[config.mk]
export PLATFORM = sky130hd
export DESIGN_NAME = fetch_unit_flat
export DESIGN_NICKNAME = d
export VERILOG_FILES = /design/src/rtl/fetch_unit_if.sv /design/src/rtl/fetch_unit.sv /design/src/flat_wrapper.sv
export SDC_FILE = /design/constraint.sdc
export NUM_CORES = 1
export LEC_CHECK = 0
export CORE_MARGIN = 5
export CORE_UTILIZATION = 45
export CTS_BUF_LIST = sky130_fd_sc_hd__clkbuf_8
export DETAILED_ROUTE_END_ITERATION = 12
export GPL_ROUTABILITY_DRIVEN = 0
export PLACE_DENSITY = 0.83
export SLEW_MARGIN = 30
export SYNTH_ARGS = -nofsm -noshare
export SYNTH_HDL_FRONTEND = slang
export SYNTH_SLANG_ARGS = --single-unit
[constraint.sdc]
create_clock -name clk -period 2.2 [get_ports clk]
set_input_delay 0.22 -clock clk [delete_from_list [all_inputs] [get_ports clk]]
set_output_delay 0.22 -clock clk [all_outputs]
set_load 0.02 [all_outputs]
[src/rtl/fetch_unit_if.sv]
// rtl/fetch_unit_if.sv - instruction-memory, redirect and decode-side signals of the fetch unit
interface fetch_unit_if;
  logic        imem_req;
  logic [31:0] imem_addr;
  logic        imem_gnt;
  logic        imem_rvalid;
  logic [31:0] imem_rdata;
  logic        redirect;
  logic [31:0] redirect_pc;
  logic        id_stall;
  logic        if_valid;
  logic [31:0] if_ins;
  logic [31:0] if_pc4;

  modport master (
    output imem_req, imem_addr, if_valid, if_ins, if_pc4,
    input  imem_gnt, imem_rvalid, imem_rdata, redirect, redirect_pc, id_stall
  );

  modport slave (
    input  imem_req, imem_addr, if_valid, if_ins, if_pc4,
    output imem_gnt, imem_rvalid, imem_rdata, redirect, redirect_pc, id_stall
  );
endinterface

[src/rtl/fetch_unit.sv]
// rtl/fetch_unit.sv - single-outstanding instruction fetch with a one-entry output buffer
module fetch_unit #(
  parameter logic [31:0] RESET_PC = 32'h0000_3000
) (
  input  logic         clk,
  input  logic         rst_n,
  fetch_unit_if.master bus
);
  typedef enum logic [1:0] {IDLE, REQ, WAIT, FLUSH} state_t;

  state_t      state_q, state_d;
  logic [31:0] pc_q, pc_d;
  logic        if_valid_q, if_valid_d;
  logic [31:0] if_ins_q, if_ins_d;
  logic [31:0] if_pc4_q, if_pc4_d;
  logic        req;
  logic        handshake;

  always_comb begin
    state_d    = state_q;
    pc_d       = pc_q;
    if_valid_d = if_valid_q;
    if_ins_d   = if_ins_q;
    if_pc4_d   = if_pc4_q;
    req        = (state_q == REQ) && (!if_valid_q || !bus.id_stall);
    handshake  = req && bus.imem_gnt;

    if (if_valid_q && !bus.id_stall) begin
      if_valid_d = 1'b0;
    end

    unique case (state_q)
      IDLE: state_d = REQ;
      REQ: begin
        if (handshake) begin
          pc_d    = pc_q + 32'd4;
          state_d = WAIT;
        end
      end
      WAIT: begin
        // pc_q already advanced past the granted address, so it is that address plus 4
        if (bus.imem_rvalid) begin
          if_valid_d = 1'b1;
          if_ins_d   = bus.imem_rdata;
          if_pc4_d   = pc_q;
          state_d    = REQ;
        end
      end
      FLUSH: begin
        if (bus.imem_rvalid) begin
          state_d = REQ;
        end
      end
      default: state_d = IDLE;
    endcase

    if (bus.redirect) begin
      pc_d       = bus.redirect_pc & ~32'h3;
      if_valid_d = 1'b0;
      if_ins_d   = if_ins_q;
      if_pc4_d   = if_pc4_q;
      unique case (state_q)
        IDLE:    state_d = REQ;
        REQ:     state_d = handshake ? FLUSH : REQ;
        WAIT:    state_d = bus.imem_rvalid ? REQ : FLUSH;
        FLUSH:   state_d = bus.imem_rvalid ? REQ : FLUSH;
        default: state_d = IDLE;
      endcase
    end
  end

  always_ff @(posedge clk or negedge rst_n) begin
    if (!rst_n) begin
      state_q    <= IDLE;
      pc_q       <= RESET_PC;
      if_valid_q <= 1'b0;
      if_ins_q   <= 32'h0;
      if_pc4_q   <= 32'h0;
    end else begin
      state_q    <= state_d;
      pc_q       <= pc_d;
      if_valid_q <= if_valid_d;
      if_ins_q   <= if_ins_d;
      if_pc4_q   <= if_pc4_d;
    end
  end

  assign bus.imem_req  = req;
  assign bus.imem_addr = pc_q;
  assign bus.if_valid  = if_valid_q;
  assign bus.if_ins    = if_ins_q;
  assign bus.if_pc4    = if_pc4_q;
endmodule

[src/flat_wrapper.sv]
// flat-port wrapper written by rule: the top's interface ports become plain ports
module fetch_unit_flat 
#(
  parameter logic [31:0] RESET_PC = 32'h0000_3000
)
  (clk, rst_n, bus_imem_req, bus_imem_addr, bus_if_valid, bus_if_ins, bus_if_pc4, bus_imem_gnt, bus_imem_rvalid, bus_imem_rdata, bus_redirect, bus_redirect_pc, bus_id_stall);
  fetch_unit_if bus_i ();
  input  logic clk;
  input  logic rst_n;
  output wire logic [$bits(bus_i.imem_req)-1:0] bus_imem_req;
  output wire logic [$bits(bus_i.imem_addr)-1:0] bus_imem_addr;
  output wire logic [$bits(bus_i.if_valid)-1:0] bus_if_valid;
  output wire logic [$bits(bus_i.if_ins)-1:0] bus_if_ins;
  output wire logic [$bits(bus_i.if_pc4)-1:0] bus_if_pc4;
  input wire logic [$bits(bus_i.imem_gnt)-1:0] bus_imem_gnt;
  input wire logic [$bits(bus_i.imem_rvalid)-1:0] bus_imem_rvalid;
  input wire logic [$bits(bus_i.imem_rdata)-1:0] bus_imem_rdata;
  input wire logic [$bits(bus_i.redirect)-1:0] bus_redirect;
  input wire logic [$bits(bus_i.redirect_pc)-1:0] bus_redirect_pc;
  input wire logic [$bits(bus_i.id_stall)-1:0] bus_id_stall;
  assign bus_imem_req = bus_i.imem_req;
  assign bus_imem_addr = bus_i.imem_addr;
  assign bus_if_valid = bus_i.if_valid;
  assign bus_if_ins = bus_i.if_ins;
  assign bus_if_pc4 = bus_i.if_pc4;
  assign bus_i.imem_gnt = bus_imem_gnt;
  assign bus_i.imem_rvalid = bus_imem_rvalid;
  assign bus_i.imem_rdata = bus_imem_rdata;
  assign bus_i.redirect = bus_redirect;
  assign bus_i.redirect_pc = bus_redirect_pc;
  assign bus_i.id_stall = bus_id_stall;
  fetch_unit #(.RESET_PC(RESET_PC)) u_core (.clk(clk), .rst_n(rst_n), .bus(bus_i));
endmodule
==> impl_metrics.ini <==
[synthesis]
synth_xor_area_share_pct = 5.52
synthSimpleGateAreaFrac_pct = 12.1
synthDistinctLibCells = 35
synth.avg_cell_area_sq_um = 12.4
synth-compound-area-share_pct = 4.25
synth_adder_area_share_pct = 0.303
syn_inst = 332
synth_top_family_by_area = multiplexers
synthMuxAreaShare_pct = 17.5
yosysSeqAreaShare_pct = 57.7
ys_ff_latch = 95
synth_area_sq_mm = 0.00412
synth_area_leaders = dfrtp_1, mux2_2, xor2_1
synth_top_area_share_pct = 56.4
ys_warn_count = 0
synth.largest_area_cell = dfrtp_1

[routing]
drt_pass1_iterations = 4
num_vias = 3131
ant_nets = 0
vias_per_cell = 5.07
drc = 0
drt-total-wl_um = 10500
drt_iter0_markers = 82
wl_per_cell_um = 17.0

[worst_setup_path]
crit_start = u_core.bus.imem_addr[3]
path_cells = ha_1, nand4_1, and4b_1, nand2_1, or4_1, nand3_1
cp.arrival_ns = 2.25
r2r_end = u_core.bus.imem_addr[30]
crit_path_max_incr_delay_ns = 0.47
cp_max_fo = 6
path_class = reg -> reg
crit_required_ns = 2.50
end_kind = flip-flop
cp_slowest_cell = and4b_1
timing.rr.start = u_core.bus.imem_addr[3]
r2r_setup_slack_ns = 0.24
worst_r2r_path_depth = 6
start_kind = flip-flop

[outcome]
outcome = finished clean

[floorplanning]
rows = 35
start_util_pct = 45.5
die_y_um = 106
io_pins = 168
die_w_um = 106
die-area_sq_mm = 0.0112
fp.coreArea_sq_mm = 0.00906

[sta]
maxSlewViolCount = 0
clock_skew_ns = 0.0107
setup_tns_ns = 0
post-route-period-util_pct = 89.0
period_minus_slack_ns = 1.96
setup_ws_ns = 0.241
finalSetupViolations = 0
fmax_mhz = 511
grt_setup_unrepaired = false
hold_viol_final = 0

[clocking]
cts_tree = done
clk_pin_slew_ns = 0.11
clk_path_buf_depth = 2
cts_buffers = 9
clock_latency_ns = 0.35
root_buffer = clkbuf_8
clock_sinks = 95
htree_num_levels = 3

[place]
port_buffers = 161
dpl_cell_area_sq_mm = 0.00590
post-place-ws_ns = 0.148
hpwl_um = 7980

[finish]
layout-drive-gt1-share_pct = 20.2
area.growth.synth_to_final_pct = 48.1
final_common_cell = clkdlybuf4s50_1
antennaDiodeCount = 0
nNetsFinal = 572
mostFrequentLayoutCells = clkdlybuf4s50_1, dfrtp_1, mux2_2
final_cell_area_sq_mm = 0.00611

[global_route]
grt_antenna_before_repair = 0
grt_max_degree = 46
grt.overflow.total = 0
grt_pass1_wl_um = 17400
grt_pass1_vias = 3401
grt_usage_pct = 19.3

[worst_hold_path]
hold_path.class = in -> async

[power_and_ir_drop]
power.leakage_nw = 2.61
power.density_mw_per_mm2 = 972
peakVddDrop_mv = 0.580

[job]
cap_violations = 0
## sequential cells by signal, summed over array words and instances, names as in the netlist
signal and flops:
u_core.state_q 2, u_core.bus.if_ins 32, u_core.bus.if_pc4 30, u_core.bus.imem_addr 30, u_core.bus.if_valid 1
## cells in the mapped netlist
master and count:
nor4_4 1, nand3_1 9, mux2_2 63, and3_2 1, xor2_1 22, and4_1 3, and4_2 1, nand4_1 14
and3_1 4, o31a_1 2, nand4_2 1, conb_1 1, or4_1 2, nor3_2 1, nor4_1 1, mux2i_1 1
clkbuf_1 7, nand2_1 41, dfstp_2 2, o21bai_1 1, nand2b_1 3, xnor2_1 4, nand3_2 1, dfrtp_1 93
and4b_1 1, nor3_1 2, nor2b_1 2, inv_1 1, o21ai_0 27, and2_1 1, ha_1 1, nor2_1 3
buf_4 4, buf_2 9, a22oi_1 2
## per-stage QoR
step / utilization (%) / std cells / hold WS (ns) / power, mW
after detailed placement: 65.1 / 600 / 0.204 / 4.90
after global placement: 65.1 / 600 / 0.205 / 4.80
after CTS: 67.3 / 617 / 0.347 / 6.01
after floorplan: - / 335 / -0.0756 / 3.60
final: 67.4 / 617 / 0.358 / 5.94
after global routing: 67.4 / 617 / 0.389 / 6.25
## logic make-up after synthesis
family,Yosys count
AOI/OAI and AO/OA,32
buffers and inverters,21
muxes,64
DFF,95
xor gates and xnor gates,26
adders and majority gates,1
and+or+nand+nor,92
other,1
## what timing repair did
item / in CTS / in global routing
endpoints found under the hold margin: 31 / 0
gates resized for setup: 0 / 1
hold buffers: 1 / 0
endpoints found under the setup margin: 0 / 1
buffers inserted: 0 / 0
## critical path, delay by kind of cell, from the launching register on
| kind | cells | cell delay [ns] |
|---|---|---|
| adders and majority gates | 1 | 0.22 |
| DFF | 1 | 0.43 |
| and+or+nand+nor | 5 | 1.24 |
## how the worst max path moves through the flow
stage,end,depth (start not counted)
2_1_floorplan,u_core.bus.imem_addr[31],5
3_3_place_gp,u_core.bus.imem_addr[30],6
3_5_place_dp,u_core.bus.imem_addr[30],6
4_1_cts,bus_imem_req,3
5_1_grt,u_core.bus.imem_addr[30],6
6_report,u_core.bus.imem_addr[30],6
## where the power goes
part	switching [mW]	internal (mW)
Clock	0.675	0.439
Sequential	0.296	2.21
Combinational	1.06	1.25
Total	2.03	3.90
## per-layer routing
metal | global-route usage, % | wire length, um | vias to the layer above
met5 | 0 | 0 | -
met4 | 5.09 | 138 | 0
met3 | 5.39 | 649 | 10
met2 | 34.1 | 5460 | 90
met1 | 23.2 | 4240 | 1535
li1 | - | - | 1496
## layout make-up
class,count,area [sq um]
multi-input combinational,219,1660
tap,111,139
timing repair buffer,175,1740
inverter,1,3.75
sequential,95,2380
clock inverter,7,66.3
clock buffer,9,124
fill,729,2960
(Power assumes the default switching activity.)
==> variant 1, RTL diff (config.mk and constraints unchanged) <==
Re-encode `state_t` (4 states) as Gray code, 2 bits wide.
--- a/src/rtl/fetch_unit.sv
+++ b/src/rtl/fetch_unit.sv
@@ -8,3 +8,3 @@
 );
-  typedef enum logic [1:0] {IDLE, REQ, WAIT, FLUSH} state_t;
+  typedef enum logic [1:0] {IDLE = 2'b00, REQ = 2'b01, WAIT = 2'b11, FLUSH = 2'b10} state_t;
 
Behaviour: same outputs for any inputs over 4 cycles, from zero or initial values and one cycle with rst_n low; so few cycles prove little.
==> variant 1 against the unedited design <==
  * Setup slack got worse by 0.16 ns
  * Sequential cell count stayed put
  * Power is 22% higher
  * Clock skew down 0.0027 ns
  * Final area is 7.1% higher
  * Sequential power is 10% higher
  * Routed wire length grew 22%
  * Non-clock buffer count increased by 23
  * Synthesized area rose by 6.3%
  * Largest power group is now combinational logic
==> variant 1: results (changes against the unedited design) <==
| Metric | Value |
|---|---|
| Avg WL per Cell | `18.0 um (was 17.0 um)` |
| Detailed placement HPWL | `9.39 mm (was 7.98 mm)` |
| GR Util All Layers | `22.0% (was 19.3%)` |
| Pin count of the biggest net entering global routing | `96 (was 46)` |
| Drt initial violations | `238 (was 82)` |
| Vias | `3885 (was 3131)` |
| Number of fill cells | `762 (was 729)` |
| Most frequent cells after synthesis | `93 x dfrtp_1, 57 x mux2_2, 23 x nand2_1 (was 93 x dfrtp_1, 63 x mux2_2, 41 x nand2_1)` |
| Total CTS buffers | `9 (unchanged)` |
| Sequential area share after synthesis | `54.3% (was 57.7%)` |
| Average cell area after synthesis | `11.3 sq um (was 12.4 sq um)` |
| Min-Delay Path Class | `in2reg (was in2async)` |
| Vias in the first global route | `3965 (was 3401)` |
| Top post-synthesis cells by area | `dfrtp_1 53%, mux2_2 15%, o31ai_1 2.6% (was dfrtp_1 56%, mux2_2 17%, xor2_1 4.7%)` |
| Leak pwr | `2.64 nW (was 2.61 nW)` |
| Critical path arrival | `2.40 ns (was 2.25 ns)` |
| Dpl cell area | `6340 sq um (was 5900 sq um)` |
| Netlist cell types | `43 (was 35)` |
| Clock transition at the registers of the reported paths | `0.09 ns (was 0.11 ns)` |
| Status | `finished, final reports clean (unchanged)` |
| Worst IR Drop VDD | `0.603 mV (was 0.580 mV)` |
| Layout cell share with drive strength beyond 1 | `19.8% (was 20.2%)` |
| Final net count | `642 (was 572)` |
| Synthesis warning total | `0 (unchanged)` |
| Drt pass-1 iters | `7 (was 4)` |
| Layout Skew | `0.00801 ns (was 0.0107 ns)` |
| First-pass GRT wire length | `20.5 mm (was 17.4 mm)` |
## variant 1: layout make-up
| cell class | count | area (sq um) | area share (%) |
|---|---|---|---|
| inverters | 6 | 22.5 | 0.344 |
| clock buffers | 10 | 138 | 2.10 |
| well taps | 133 | 166 | 2.54 |
| flip-flops and latches | 95 | 2380 | 36.4 |
| clock inverters | 6 | 52.6 | 0.803 |
| multi-input cells | 261 | 1870 | 28.5 |
| repair buffers | 198 | 1920 | 29.3 |
## variant 1: path summary, 6_finish.rpt
kind	start	end	slack (ns)
worst max-delay path	u_core.bus.imem_addr[13]$_DFFE_PN1P_	u_core.bus.imem_addr[28]$_DFFE_PN0P_	0.08
worst min-delay path	bus_redirect_pc[12]	u_core.bus.imem_addr[12]$_DFFE_PN1P_	0.40
worst max register to register	u_core.bus.imem_addr[13]$_DFFE_PN1P_	u_core.bus.imem_addr[28]$_DFFE_PN0P_	0.08
worst min register to register	u_core.bus.if_pc4[7]$_DFFE_PN0P_	u_core.bus.if_pc4[7]$_DFFE_PN0P_	0.48
max in group asynchronous	rst_n	u_core.bus.imem_addr[13]$_DFFE_PN1P_	1.34
min in group asynchronous	rst_n	u_core.bus.if_ins[0]$_DFFE_PN0P_	0.44
## variant 1: stage by stage
step / worst slack, ns / utilization, % / hold WS, ns
floorplan: 0.0993 / - / -0.0756
global placement: -0.0124 / 65.7 / 0.309
detailed placement: -0.0832 / 65.7 / 0.315
CTS: 0.0756 / 67.8 / 0.379
global route: 0.000183 / 67.9 / 0.400
finish: 0.0809 / 67.9 / 0.399
## variant 1: cells by family (layout without fill, tap and decap cells)
group / Yosys count / count (layout) / synth area share, %
AOI/OAI and AO/OA: 59 / 59 / 9.06
xor gates and xnor gates: 5 / 5 / 1.00
adders and majority gates: 1 / 1 / 0.286
buffers and inverters: 34 / 220 / 3.40
DFF: 95 / 95 / 54.3
muxes: 58 / 58 / 14.9
other: 1 / 4 / 0.0856
and+or+nand+nor: 134 / 134 / 17.0
## variant 1: metal layers
| metal | wire length [um] | GRT usage, % |
|---|---|---|
| met1 | 5320 | 28.3 |
| met2 | 6270 | 37.0 |
| met3 | 966 | 5.03 |
| met4 | 184 | 7.21 |
| met5 | 0 | 0 |
## variant 1: worst reg2reg max path: cells and delay by family, from the launching register on
family / cells / cell delay, ns
buffers and inverters: 1 / 0.21
flip-flops: 1 / 0.55
AO/OA/AOI/OAI: 1 / 0.17
AND/OR/NAND/NOR: 3 / 1.11
## variant 1: power by group
group | leakage (nW) | internal (W) | switching [W] | total [W]
registers | 1.11 | 0.00239 | 0.000372 | 0.00276
clock network | 0.108 | 0.000544 | 0.000585 | 0.00113
logic | 1.42 | 0.00178 | 0.00160 | 0.00338
==> variant 2, RTL diff (same flow settings) <==
Without the edit above. `RESET_PC` is set to 32'h0000_3000 in 2 places; all go to 32'h00002000.
--- a/src/rtl/fetch_unit.sv
+++ b/src/rtl/fetch_unit.sv
@@ -2,3 +2,3 @@
 module fetch_unit #(
-  parameter logic [31:0] RESET_PC = 32'h0000_3000
+  parameter logic [31:0] RESET_PC = 32'h00002000
 ) (
--- a/src/flat_wrapper.sv
+++ b/src/flat_wrapper.sv
@@ -3,3 +3,3 @@
 #(
-  parameter logic [31:0] RESET_PC = 32'h0000_3000
+  parameter logic [31:0] RESET_PC = 32'h00002000
 )
Check against the original RTL: not equivalent (a bounded check fails within 4 cycles, from zero or initial values and one cycle with rst_n low).
==> variant 2 against the unedited design <==
  * Fmax is 0.11% higher
  * Synthesized area barely moved
  * Power is 0.84% higher
  * Die area about the same
  * Setup slack improved by 0.0021 ns
  * Sequential cell count stayed put
  * Largest cell class unchanged
  * Routed wire length is 0.80% lower
  * Final area barely moved
==> variant 2: results (changes against the unedited design) <==
| Metric | Value |
|---|---|
| Top post-synthesis cells by area | `dfrtp_1 57%, mux2_2 17%, xor2_1 4.7% (was dfrtp_1 56%, mux2_2 17%, xor2_1 4.7%)` |
| Max reg flops | `32 (unchanged)` |
| Final net count | `572 (unchanged)` |
| Layout cell share with drive strength beyond 1 | `20.0% (was 20.2%)` |
| Sequential area share after synthesis | `57.7% (about the same)` |
| Hold Startpoint | `bus_redirect` |
| Worst slew pin tran | `0.633 ns` |
| Synth Area in Compound Gates | `4.25% (about the same)` |
| Pre-CTS setup slack | `0.167 ns (was 0.148 ns)` |
| Detailed Route WL | `10.4 mm (was 10.5 mm)` |
| CTS root buf | `clkbuf_8 (unchanged)` |
| CP Max Fanout | `5 (was 6)` |
| Worst skew pair latency | `0.36 ns` |
| Critical path arrival | `2.20 ns (was 2.25 ns)` |
| Startpoint Class | `flop (unchanged)` |
| Ant diodes | `0 (unchanged)` |
| Netlist cell types | `35 (unchanged)` |
| Xor/xnor share of the synthesized area | `5.53% (was 5.52%)` |
| R2R Path Start | `u_core.bus.imem_addr[13]$_DFFE_PN1P_ (was u_core.bus.imem_addr[3]$_DFFE_PN0P_)` |
| Layout Skew | `0.0205 ns (was 0.0107 ns)` |
| Worst IR Drop VDD | `0.553 mV (was 0.580 mV)` |
| Vias in the first global route | `3472 (was 3401)` |
| Number of fill cells | `682 (was 729)` |
| Min-Delay Path Class | `in2reg (was in2async)` |
| Pin count of the biggest net entering global routing | `50 (was 46)` |
| Most frequent cells after synthesis | `94 x dfrtp_1, 63 x mux2_2, 41 x nand2_1 (was 93 x dfrtp_1, 63 x mux2_2, 41 x nand2_1)` |
| Post-synth EDFFs | `0 (unchanged)` |
| Post-Synth Adder-Cell Area | `0.304% (was 0.303%)` |
| CTS max path bufs | `2 (unchanged)` |
| Detailed placement HPWL | `7.78 mm (was 7.98 mm)` |
| Total setup buffers inserted after CTS | `0 (unchanged)` |
| Mux share of post-synthesis cell area | `17.5% (about the same)` |
| PortBufs | `161 (unchanged)` |
| Drt initial violations | `112 (was 82)` |
| Share of flip-flops with an asynchronous set or reset | `100% (unchanged)` |
| First-pass GRT wire length | `17.4 mm (about the same)` |
| Synthesis warning total | `0 (unchanged)` |
| GR Util All Layers | `19.3% (about the same)` |
| Dpl cell area | `5900 sq um (about the same)` |
| Status | `finished, final reports clean (unchanged)` |
| Initial antenna violation count | `0 (unchanged)` |
| Leak pwr | `2.62 nW (was 2.61 nW)` |
| Total CTS buffers | `9 (unchanged)` |
| Avg Vias per Cell | `5.08 (was 5.07)` |
| H-tree Lvls | `3 (unchanged)` |
| Clock transition at the registers of the reported paths | `0.10 ns` |
| Drt pass-1 iters | `4 (unchanged)` |
variant 2: final cells by class:
cell class / instances / area (sq um) / share of cell area (%)
clock inverter: 7 / 71.3 / 1.17
tap: 111 / 139 / 2.27
inverter: 1 / 3.75 / 0.0614
clock buffer: 9 / 124 / 2.03
timing repair buffer: 175 / 1740 / 28.5
multi-input combinational: 219 / 1660 / 27.1
sequential: 95 / 2380 / 38.9
variant 2: metal layers:
| metal | vias to the layer above | track usage, % | share of wire, % |
|---|---|---|---|
| met2 | 99 | 33.1 | 52 |
| met5 | - | 0 | 0 |
| met3 | 16 | 4.29 | 5.5 |
| met4 | 0 | 6.75 | 1.6 |
| li1 | 1496 | - | - |
| met1 | 1525 | 24.1 | 41 |
variant 2: worst paths after layout:
check | to | slack (ns) | depth (start not counted)
setup / recovery | u_core.bus.imem_addr[31]$_DFFE_PN0P_ | 0.24 | 5
hold / removal | u_core.bus.if_valid$_DFF_PN0_ | 0.36 | 3
setup reg to reg | u_core.bus.imem_addr[31]$_DFFE_PN0P_ | 0.24 | 5
hold reg to reg | u_core.bus.if_pc4[5]$_DFFE_PN0P_ | 0.51 | 1
max in group asynchronous | u_core.bus.imem_addr[14]$_DFFE_PN0P_ | 1.09 | 3
min in group asynchronous | u_core.bus.imem_addr[12]$_DFFE_PN0P_ | 0.41 | 2
variant 2: per-stage QoR:
stage	hold slack, ns	power (W)	utilization [%]	cells
2_1_floorplan	-0.0756	0.00360	-	335
3_3_place_gp	0.268	0.00480	65.1	600
3_5_place_dp	0.281	0.00490	65.1	600
4_1_cts	0.353	0.00606	67.4	617
5_1_grt	0.374	0.00630	67.4	617
6_report	0.355	0.00599	67.4	617
variant 2: kinds of logic (layout without fill, tap and decap cells):
| kind of cell | count (synthesis) | in the layout |
|---|---|---|
| adder cells (fa/ha/maj) | 1 | 1 |
| buffers and inverters | 21 | 192 |
| AO/OA/AOI/OAI | 32 | 32 |
| flip-flops | 95 | 95 |
| AND/OR/NAND/NOR | 92 | 92 |
| multiplexers | 64 | 64 |
| other | 1 | 4 |
| XOR/XNOR | 26 | 26 |
variant 2: what timing repair did:
action / in CTS / in global routing
gates resized for setup: 0 / 1
hold buffers: 1 / 0
endpoints found under the setup margin: 0 / 1
hold endpoints to repair: 47 / 0
variant 2: worst max-delay path: stages, from the launching register on:
cell and delay (ns):
dfstp_2 0.59, nand4_2 0.17, nor4_4 0.39, nand3_2 0.16, o31a_1 0.26, o31a_1 0.27
variant 2: power breakdown:
| group | internal (W) | switching (W) | leakage [nW] | total [W] |
|---|---|---|---|---|
| Combinational | 0.00126 | 0.00107 | 1.32 | 0.00233 |
| Clock | 0.000530 | 0.000627 | 0.104 | 0.00116 |
| Sequential | 0.00221 | 0.000291 | 1.20 | 0.00250 |
| Total | 0.00400 | 0.00199 | 2.62 | 0.00599 |
